--- src/rtl/seg_display_arbiter.sv ---
// Round-robin APB master that shares the seven-segment display between requesters
// and mirrors the display_on level into the CONFIG register.
module seg_display_arbiter #(
   parameter int unsigned N_REQ       = 4,
   parameter int unsigned HOLD_CYCLES = 1000,
   parameter logic [31:0] BASE_ADDR   = 32'h0
) (
   input  logic                  clock,
   input  logic                  reset,
   input  logic [N_REQ-1:0]      req,
   input  logic [32*N_REQ-1:0]   req_value,
   input  logic                  display_on,
   output logic [N_REQ-1:0]      done,
   output logic                  err,
   output logic                  busy,
   output logic [31:0]           pADDR,
   output logic                  pSEL,
   output logic                  pENABLE,
   output logic                  pWRITE,
   output logic [31:0]           pWDATA,
   input  logic                  pREADY,
   input  logic                  pSLVERR
);

   localparam int unsigned DATA_W = 32;
   localparam int unsigned HOLD_W = (HOLD_CYCLES > 0) ? $clog2(HOLD_CYCLES + 1) : 1;
   localparam int unsigned PTR_W  = $clog2(N_REQ);

   typedef enum logic [1:0] {IDLE, SETUP, ACCESS, HOLD} state_t;

   state_t              state_q, state_d;
   logic [PTR_W-1:0]    ptr_q, ptr_d;
   logic [PTR_W-1:0]    win_q, win_d;
   logic                cfg_q, cfg_d;
   logic                shadow_q, shadow_d;
   logic [HOLD_W-1:0]   cnt_q, cnt_d;
   logic [31:0]         addr_d, wdata_d;
   logic                sel_d, en_d, err_d, busy_d;
   logic [N_REQ-1:0]    done_d;
   logic                found;
   logic [PTR_W-1:0]    win_sel;
   logic [DATA_W-1:0]   words [N_REQ];

   for (genvar g = 0; g < int'(N_REQ); g++) begin : g_words
      assign words[g] = req_value[g*DATA_W +: DATA_W];
   end

   // Next-state, arbitration and next output values.
   always_comb begin
      state_d  = state_q;
      ptr_d    = ptr_q;
      win_d    = win_q;
      cfg_d    = cfg_q;
      shadow_d = shadow_q;
      cnt_d    = cnt_q;
      addr_d   = pADDR;
      wdata_d  = pWDATA;
      sel_d    = 1'b0;
      en_d     = 1'b0;
      err_d    = 1'b0;
      done_d   = '0;
      found    = 1'b0;
      win_sel  = '0;

      // First requesting index at or above the pointer, wrapping around.
      for (int unsigned k = 0; k < N_REQ; k++) begin
         if (!found && req[PTR_W'((32'(ptr_q) + k) % N_REQ)]) begin
            found   = 1'b1;
            win_sel = PTR_W'((32'(ptr_q) + k) % N_REQ);
         end
      end

      unique case (state_q)
         IDLE: begin
            if (display_on != shadow_q) begin
               cfg_d   = 1'b1;
               addr_d  = BASE_ADDR;
               wdata_d = {{(DATA_W-1){1'b0}}, display_on};
               sel_d   = 1'b1;
               state_d = SETUP;
            end else if (found) begin
               cfg_d   = 1'b0;
               win_d   = win_sel;
               addr_d  = BASE_ADDR + 32'd4;
               wdata_d = words[win_sel];
               ptr_d   = (win_sel == PTR_W'(N_REQ - 1)) ? '0 : win_sel + PTR_W'(1);
               sel_d   = 1'b1;
               state_d = SETUP;
            end
         end
         SETUP: begin
            sel_d   = 1'b1;
            en_d    = 1'b1;
            state_d = ACCESS;
         end
         ACCESS: begin
            if (pREADY) begin
               err_d = pSLVERR;
               if (cfg_q) begin
                  shadow_d = pWDATA[0];
                  state_d  = IDLE;
               end else begin
                  done_d[win_q] = 1'b1;
                  if (HOLD_CYCLES > 0) begin
                     cnt_d   = HOLD_W'(HOLD_CYCLES);
                     state_d = HOLD;
                  end else begin
                     state_d = IDLE;
                  end
               end
            end else begin
               sel_d = 1'b1;
               en_d  = 1'b1;
            end
         end
         HOLD: begin
            if (cnt_q != '0) cnt_d = cnt_q - HOLD_W'(1);
            if (cnt_q <= HOLD_W'(1)) state_d = IDLE;
         end
         default: state_d = IDLE;
      endcase

      busy_d = (state_d != IDLE);
   end

   // State and registered outputs.
   always_ff @(posedge clock) begin
      if (reset) begin
         state_q  <= IDLE;
         ptr_q    <= '0;
         win_q    <= '0;
         cfg_q    <= 1'b0;
         shadow_q <= 1'b0;
         cnt_q    <= '0;
         pADDR    <= '0;
         pWDATA   <= '0;
         pSEL     <= 1'b0;
         pENABLE  <= 1'b0;
         pWRITE   <= 1'b0;
         done     <= '0;
         err      <= 1'b0;
         busy     <= 1'b0;
      end else begin
         state_q  <= state_d;
         ptr_q    <= ptr_d;
         win_q    <= win_d;
         cfg_q    <= cfg_d;
         shadow_q <= shadow_d;
         cnt_q    <= cnt_d;
         pADDR    <= addr_d;
         pWDATA   <= wdata_d;
         pSEL     <= sel_d;
         pENABLE  <= en_d;
         pWRITE   <= sel_d;
         done     <= done_d;
         err      <= err_d;
         busy     <= busy_d;
      end
   end

endmodule

--- config.mk ---
export PLATFORM = sky130hd
export DESIGN_NAME = seg_display_arbiter
export DESIGN_NICKNAME = d
export VERILOG_FILES = /design/src/rtl/seg_display_arbiter.sv
export SDC_FILE = /design/constraint.sdc
export NUM_CORES = 1
export LEC_CHECK = 0
export ABC_AREA = 1
export CAP_MARGIN = 20
export CORE_MARGIN = 3
export CORE_UTILIZATION = 41
export DETAILED_ROUTE_END_ITERATION = 10
export DONT_BUFFER_PORTS = 1
export GPL_ROUTABILITY_DRIVEN = 0
export PLACE_DENSITY_LB_ADDON = 0.3
export SETUP_SLACK_MARGIN = 0.05
export SLEW_MARGIN = 15
export SYNTH_ARGS = -nofsm -noshare
export SYNTH_HDL_FRONTEND = slang
export SYNTH_SLANG_ARGS = --single-unit
--- constraint.sdc ---
create_clock -name clock -period 2.35 [get_ports clock]
set_clock_uncertainty 0.2 [all_clocks]
set_input_delay 0.235 -clock clock [delete_from_list [all_inputs] [get_ports clock]]
set_output_delay 0.235 -clock clock [all_outputs]
set_load 0.05 [all_outputs]
Word level (Yosys, flattened, before mapping)
Index checks and enable logic that the tools add are counted.
{"block": "op_classes", "add_sub_neg": 5, "magnitude_cmp": 8, "eq_ne": 8, "n_mux": 43, "bitwise_logic": 4, "n_reduce_logical": 18}
{"op": "2-to-1 mux 32 bit", "n": 6}
{"op": "binary-select mux 32 bit (select 2 bit)", "n": 1}
{"op": "2-to-1 mux 10 bit", "n": 3}
{"op": "2-to-1 mux 2 bit", "n": 10}
{"op": "case mux 10 bit (2 select lines)", "n": 1}
{"op": "less-than comparator 2 x 3 -> 1 bit, second input constant", "n": 5}
{"op": "2-to-1 mux 1 bit", "n": 14}
{"op": "less-or-equal comparator 10 x 1 -> 1 bit, second input constant", "n": 1}
{"op": "nonzero test 10 bit", "n": 1}
{"op": "subtractor 10 x 1 -> 10 bit, second input constant", "n": 1}
{"op": "binary-select mux 1 bit (select 2 bit)", "n": 4}
{"op": "case mux 2 bit (4 select lines)", "n": 1}
{"op": "== test 2 bit, second input constant", "n": 3}
{"op": "inequality test 2 bit, second input constant", "n": 3}
{"op": "AND reduction 3 bit", "n": 2}
{"op": "nonzero test 2 bit", "n": 3}
{"op": "adder 2 x 1 -> 2 bit, second input constant", "n": 2}
{"op": "adder 2 bit, second input constant", "n": 2}
{"op": "logical AND 1 bit", "n": 4}
{"op": "AND reduction 4 bit", "n": 1}
{"op": "OR reduction 4 bit", "n": 1}
{"op": ">= comparator 3 bit, second input constant", "n": 1}
{"op": "logical NOT 1 bit", "n": 3}
{"op": "NOT 1 bit", "n": 3}
{"op": "10 further kinds", "n": 10}
{"block": "totals", "regBits": 90, "in_bits": 137}

Logic depth before layout (Yosys ltp)
Gate-level depths: netlist of the first run.
{"block": "depth", "word_depth": 18, "depth_mapped": 17, "ltp_nobuf": 14}

Least setup slack after synthesis of the first run
No wires, ideal clock.
{"block": "synth_path", "path_kind": "register -> register", "from": "register cnt_q[0]", "to": "register cnt_q[7]", "setup_ns": 0.132, "t_arrival_ns": 1.651, "t_required_ns": 2.018, "path_slack_ns": 0.367, "path_stages_with_launch": 13, "period_less_slack_ns": 1.983, "path_cell_list": "dfxtp_1 -> inv_1 -> ha_1 -> nand2_1 -> nor2_1 -> a21oi_1 -> nand2_1 -> nand2_1 -> nand2_1 -> nor2_1 -> nand2_1 -> o21ai_0 -> a21oi_1"}
{"block": "synth_via", "elab_chain_cells": 3, "elab_cells_between_ends": 6}
{"item": "start, declared", "line": "36", "source": "logic [HOLD_W-1:0] cnt_q, cnt_d;"}
{"item": "start signal, assigned", "line": "149", "source": "cnt_q <= cnt_d;"}
{"item": "subtractor 10 x 1 -> 10 bit / nonzero test 10 bit (equally long branches)", "line": "117", "source": "if (cnt_q != '0) cnt_d = cnt_q - HOLD_W'(1);"}
{"item": "2-to-1 mux 10 bit / inequality test 2 bit (equally long branches)"}
{"item": "case mux 10 bit (2 select lines) / AND reduction 4 bit (equally long branches)"}
Several ways; a longest one is shown, not always the timed one. The select of a mux whose other input is x is not followed.
A chain may end at the register's enable or synchronous reset.

Worst setup path in the final report of the first run
{"block": "layout_path", "from": "register ptr_q[0]", "to": "register ptr_q[0]"}
{"block": "layout_via", "elab_chain_cells": 14, "elab_cells_between_ends": 29}
{"item": "start, declared", "line": "32", "source": "logic [PTR_W-1:0] ptr_q, ptr_d;"}
{"item": "start signal, assigned", "line": "145", "source": "ptr_q <= ptr_d;"}
{"item": "branches (longest 14 deep; another with adder 2 x 1 -> 2 bit)"}
Several ways; the timed one is not identified. The select of a mux whose other input is x is not followed.

==> results of run 1 <==
==> metrics by stage <==
stage | total power (uW) | utilization | setup TNS [ns] | std cells
floorplan | 6150 | - | 0 | 815
global placement | 7110 | 0.424 | 0 | 903
detailed placement | 7090 | 0.424 | -0.0284 | 903
CTS | 8380 | 0.455 | 0 | 923
global route | 9310 | 0.462 | 0 | 926
finish | 8580 | 0.462 | 0 | 926
==> layout by cell type (no fill, tap or decap), types with 4 or more instances in the layout <==
cell           instances
conb_1                31
o21ai_0               15
nor2_1                18
nand4_1               66
inv_2                  4
a21oi_1               45
inv_1                157
clkbuf_16             10
dlygate4sd3_1          4
nand2_1              226
dfxtp_1               57
nand2_2                6
ha_1                   6
nor3_1                 4
nand3_1               74
buf_4                 23
==> critical path: cells and delay by family, from the launching register on <==
| kind | cells | cell delay [ns] |
|---|---|---|
| and+or+nand+nor | 7 | 0.76 |
| buffers and inverters | 3 | 0.45 |
| DFF | 1 | 0.38 |
| AOI/OAI and AO/OA | 1 | 0.24 |
==> state kept, by name, indices dropped and copies added (netlist names) <==
name      cells
done          4
ptr_q         2
cfg_q         1
err           1
pENABLE       1
win_q         2
shadow_q      1
cnt_q        10
pADDR         1
state_q       2
pWDATA       32
pWRITE        1
busy          1
==> cells in the mapped netlist <==
cell type and count:
nor3_1 4, nand4_1 66, inv_2 4, nor2_4 1, nand3_1 74, nand2_2 5
buf_4 41, a21oi_1 46, a31oi_1 3, clkinv_1 1, buf_2 25, nor4_1 2
clkbuf_1 8, conb_1 1, nor2_2 2, dfxtp_1 59, inv_6 1, o21ai_0 15
nand3_2 2, nand2_1 228, xor2_1 3, nor2_1 19, buf_6 4, a211oi_1 2
nand3b_1 1, inv_1 157, o21ai_4 1, or2_2 1, o211ai_1 1, nand3_4 1
a31o_2 1, ha_1 6
==> per-layer routing <==
layer	track usage	up-vias
li1	-	2390
met1	0.245	2145
met2	0.313	182
met3	0.0668	13
met4	0.0457	0
met5	0	-
==> power by group through the flow <==
stage / clock network (uW) / logic (uW) / registers, uW
5_1_grt: 1310 / 5590 / 2410
3_5_place_dp: 0 / 4700 / 2380
2_1_floorplan: 0 / 3860 / 2290
6_report: 1250 / 4960 / 2370
3_3_place_gp: 0 / 4720 / 2390
4_1_cts: 1260 / 4740 / 2370
==> area by class of cell <==
type | count | area, sq um
clock buffers | 12 | 236
inverters | 163 | 617
well taps | 140 | 175
fillers | 1201 | 5890
flip-flops and latches | 59 | 1190
repair buffers | 34 | 332
multi-input cells | 515 | 2460
clock inverters | 3 | 40.0
==> path summary, 6_finish.rpt <==
check | to | slack, ns | depth (start not counted)
max reg2reg | ptr_q[0] | 0.20 | 11
max | ptr_q[0] | 0.20 | 11
min reg2reg | done[0] | 0.25 | 1
min | pWDATA[0] | 0.005 | 4
==> timing repair <==
action,CTS,global route
hold endpoints to repair,49,0
pin swaps,0,3
hold buffers,5,0
buffers inserted,0,2
setup endpoints to repair,33,41
gates cloned,0,1
gates resized for setup,1,10
==> kinds of logic after synthesis <==
kind of cell | share of synthesized area
other cells | 0.000810
fa+ha+maj | 0.0162
xor+xnor | 0.00567
simple gates | 0.399
buf+inv | 0.243
flops | 0.255
compound gates | 0.0802
==> results.md, run 1 <==
- Switching part of the total: 0.548
- Diodes inserted: 0
- DP Area: 4630 sq um
- Num CTS Buffers: 9
- Cell mode on critical path: nand2_1
- Sw Pwr: around 4700 uW
- Top cells by area, synth: dfxtp_1, nand2_1, inv_1, nand4_1, nand3_1
- # rows: 38
- Crit path required time: between 2 and 2.5 ns
- Crit path kind: flop to flop
- Htree depth: 3
- Largest net degree at the start of global routing: 55
- Num ports: 210
- Worst-Margin Slew: 0.576 ns
- Post-layout nets: 925
- Routed WL per cell: 14.0 microns
- Vias in the first global route: 4085
- Hold WS: 0.00454 ns
- Worst-path cell chain: inv_6 -> nand2_1 -> nand3_1 -> nand2_2 -> nor2_4 -> nand3_4 -> buf_6 -> nand2_1 -> buf_4 -> nor2_2 -> a211oi_1
- Clock buffer depth: 2
- Syn_area_per_cell: roughly 6 sq um
- Crit path time final: 2.15 ns
- DRT Pass-1 Iters: 5
- Clock sink count: just under 60
- Slowest stage cell, crit path: dfxtp_4
- Maxcap violations: 0
- Reg-to-reg critical path startpoint: ptr_q[0]
- Status: finished, final reports clean
- Global route overflow: 0
- Setup ws final: 0.200 ns
- Layout cells sized above 1: 0.0852
- Worst stage delay on the critical path: ~0.38 ns
- Top Layer Used: met4
- Cell count after synthesis: 785
- # port buffers: 0
- HPWL after DPL: 9.58 mm
- Synth area leader: dfxtp_1
- Combinational share of power: 0.579
- Seq cells post-synth: 59
- Post-synth top area share: 0.255
- Seq/Total Area, Yosys: 0.255
- First-pass GRT wire length: 20.1 mm
- P_int: slightly below 4000 uW
- Post-Route WL: 13.0 mm
- Netlist Area Pre-Place: 4630 sq um
- Total Routing Usage GR: 0.192
- Met1 wire length: 5.59 mm
- Layout area overhead: 9.00%
- CTS tree: built
- Final setup viols: 0
- RSZ-0062 raised after global routing: true
- Power density over the cells: 1700 nW/um^2
- Clock Power Share: 0.145
- Seq pwr share: 0.276
- Period utilization: 0.915
- Antenna violations before repair: 0
- Ys Warns: 0
- # DRC: 0
- Met3 wire len: 1.11 mm
- Startpoint of the worst hold path: req_value[0]
- Skew-Pair Late Insertion Delay: 0.32 ns
- Max-slew headroom: 0.615
- Via density per instance: 5.11
- Crit path launch type: flop
- Chip width: approximately 110 microns
- Critical Path Start: ptr_q[0]
- Detail Route Antenna Nets: 0
- Vias: 4730
- Leak: roughly 0.0027 uW
- Max Fclk: 465 MHz
- Die height: around 110 microns
- Placeable Area: 10900 sq um
- Post-Place Setup Slack: -0.0216 ns
- Clock transition at path regs: 0.05 ns
- Crit-path max FO: 20
- Unique cell type count in the Yosys netlist: 32
- Die area: 12600 sq um
- Worst Setup End Kind: flop
- Met2 wire length: 6.14 mm
- CTS Root Cell: clkbuf_16
- Data arrival, critical path: roughly 2.2 ns
- Peak supply drop: between 0.9 and 1 mV
- Drt first-iter violations: 272
- Final Cell Area: ~5000 sq um
- Final Hold Viols: 0
- Initial Util: 0.424
- Max Slew Vio Count: 0
- Hold WC Path Type: primary input to flop
(Power assumes the default switching activity.)
==> inputs of run 2 (changes only) <==
clock period = 1.7 ns   (was 2.35 ns; I/O delays follow)
==> run 2 against run 1 <==
  * The flow now finishes with violations (hold timing, setup timing)
  * Count of clock-buffer cells in the layout fell by 2
  * Non-clock buffer count grew 88
  * Register-to-register slack got worse by 0.68 ns
  * Global-route usage is 3.1 points higher
  * Critical path type unchanged
  * First-iteration DRC count up 6.3%
  * Worst setup slack got worse by 0.68 ns
  * Die area unchanged
  * Cell area rose by 26%
  * Fmax decreased by 1.4%
  * Worst hold slack got worse by 0.31 ns
==> results.md, run 2 (synthesis gave the netlist of run 1 again) <==
- Die area: 12600 sq um
- Clock Power Share: 0.132
- Crit-path max FO: 6
- Startpoint of the worst hold path: reset
- Final setup viols: 49
- Drt first-iter violations: 289
- Status: finished with violations
- Antenna violations before repair: 0
- Layout area overhead: 37.0%
- Reg2reg end: pWDATA[27]
- Clock transition at path regs: roughly 0.060 ns
- R2r setup slk: -0.48 ns
- # port buffers: 0
- Detail Route Antenna Nets: 0
- Num ports: 210
- Initial Util: 0.424
- Data arrival, critical path: 2.25 ns
- Power density over the cells: 2360 nW/um^2
- Die height: about 110 microns
- Max reg flops: 32
- Total Routing Usage GR: 0.223
- CTS Hold Bufs: 10
- Pwr Total: 14900 uW
- RSZ-0062 raised after global routing: true
- Via density per instance: 5.36
- # rows: 38
- Most frequent cells in the layout: nand2_1, inv_1, buf_4, nand4_1, nand3_1
- Failing checks: hold timing, setup timing
- Max Fclk: between 400 and 500 MHz
- Hold endpoint: pWDATA[7]
- P_int: 7360 uW
- Hold WS: -0.309 ns
- Skew-Pair Late Insertion Delay: 0.34 ns
- Commonest non-fill, non-tap cell in the layout: nand2_1
- CTS tree: built
- Hold path cells: 1
- Post-Layout Cell Count: 1014
- HPWL after DPL: 10.7 mm
- Period utilization: 1.28
- Vias: 5434
- Layout cells sized above 1: 0.272
- Peak supply drop: 1.10 mV
- Clock sink count: between 50 and 60
- Seq pwr share: 0.140
- Vias in the first global route: 4870
- Post-layout nets: slightly above 1k
- Reg2Reg Depth: 13
- CTS Root Cell: clkbuf_16
- Num CTS Buffers: 9
- Final Hold Viols: 43
- Crit path kind: flop to flop
- DRT Pass-1 Iters: 5
- Global route overflow: 0
- Reg-to-reg critical path startpoint: ptr_q[0]
- # DRC: 0
- Hold WC Path Type: primary input to flop
- Diodes inserted: 0
- Htree depth: 3
- Crit path time final: about 2.2 ns
- Setup ws final: -0.480 ns
- Top flop regs: pWDATA (32), cnt_q (10), done (4)
- Post-Route WL: 16.4 mm
- Switching part of the total: 0.508
- Clock buffer depth: 2
- Placed Instances: 968
- Chip width: 112 microns
- Leak: 0.00332 uW
- Maxcap violations: 0
- Largest net degree at the start of global routing: 50
- Max Slew Vio Count: 0
- First-pass GRT wire length: 23.1 mm
- Crit path launch type: flop
- Sw Pwr: 7590 uW
- Combinational share of power: 0.728
- Placeable Area: 10900 sq um
- Routed WL per cell: 16.1 microns
- Crit path required time: ~1.8 ns
- Largest Register: pWDATA
- Worst Setup End Kind: flop
==> run 2: cell types whose count changed in the layout (fill, tap and decap cells not counted), sizes merged <==
cell         previous run  this run
buf                    29       105
bufinv                  1         2
clkbuf                 13        17
clkinv                  3         4
clkinvlp                0         1
dlygate4sd3             4        10
inv                   162       161
==> run 2: routing by layer <==
metal	GRT usage	wire [microns]
met5	0	0
met4	0.0761	479
met3	0.0582	1340
met2	0.397	8060
met1	0.260	6490
==> run 2: power by group through the flow <==
stage	registers (uW)	clock network (uW)	logic, uW
final	2090	1970	10900
after global routing	2140	2060	11700
after CTS	2090	1990	8900
after detailed placement	2100	0	8750
after global placement	2090	0	8590
after floorplan	3180	0	5570
==> run 2: layout make-up <==
cell class	instances	area [sq um]
Sequential cell	59	1190
Fill cell	1012	4590
Timing Repair Buffer	122	1240
Multi-Input combinational cell	515	2800
Clock inverter	5	77.6
Clock buffer	10	239
Inverter	163	627
Tap cell	140	175
==> run 2: worst max-delay path by stage <==
| stage | startpoint | depth (start not counted) | to | slack (ns) |
|---|---|---|---|---|
| after global placement | ptr_q[0] | 12 | pWDATA[16] | -0.36 |
| after floorplan | ptr_q[0] | 16 | pWDATA[1] | -0.20 |
| final | ptr_q[0] | 13 | pWDATA[27] | -0.48 |
| after detailed placement | ptr_q[0] | 13 | pWDATA[0] | -0.44 |
| after global routing | ptr_q[1] | 15 | pWDATA[29] | -0.57 |
| after CTS | ptr_q[0] | 12 | pWDATA[28] | -0.37 |
==> run 2: through the flow <==
stage           util  area [sq um]  TNS, ns  worst slack (ns)
3_3_place_gp   0.480          5250   -13.16            -0.360
3_5_place_dp   0.480          5250   -15.55            -0.436
4_1_cts        0.524          5730   -13.66            -0.370
5_1_grt        0.580          6350   -22.58            -0.572
2_1_floorplan      -          4840    -7.33            -0.199
6_report       0.580          6350   -17.75            -0.480
==> run 2: critical path: stages, from the launching register on <==
cell       delay (ns)
dfxtp_4          0.37
buf_6            0.14
nand2_2          0.08
nand2_2          0.07
nand2_2          0.06
nand2_2          0.06
nor2_4           0.14
nand3_4          0.13
buf_12           0.15
o21ai_4          0.20
buf_6            0.18
clkbuf_16        0.16
nand2_1          0.06
a21oi_2          0.11
==> run 2: timing repair <==
action                     CTS  global route
cloned                       0             9
hold endpoints to repair    55            43
resized for setup           22            92
setup endpoints to repair   49            52
pin swaps                   12            46
buffers inserted             1            14
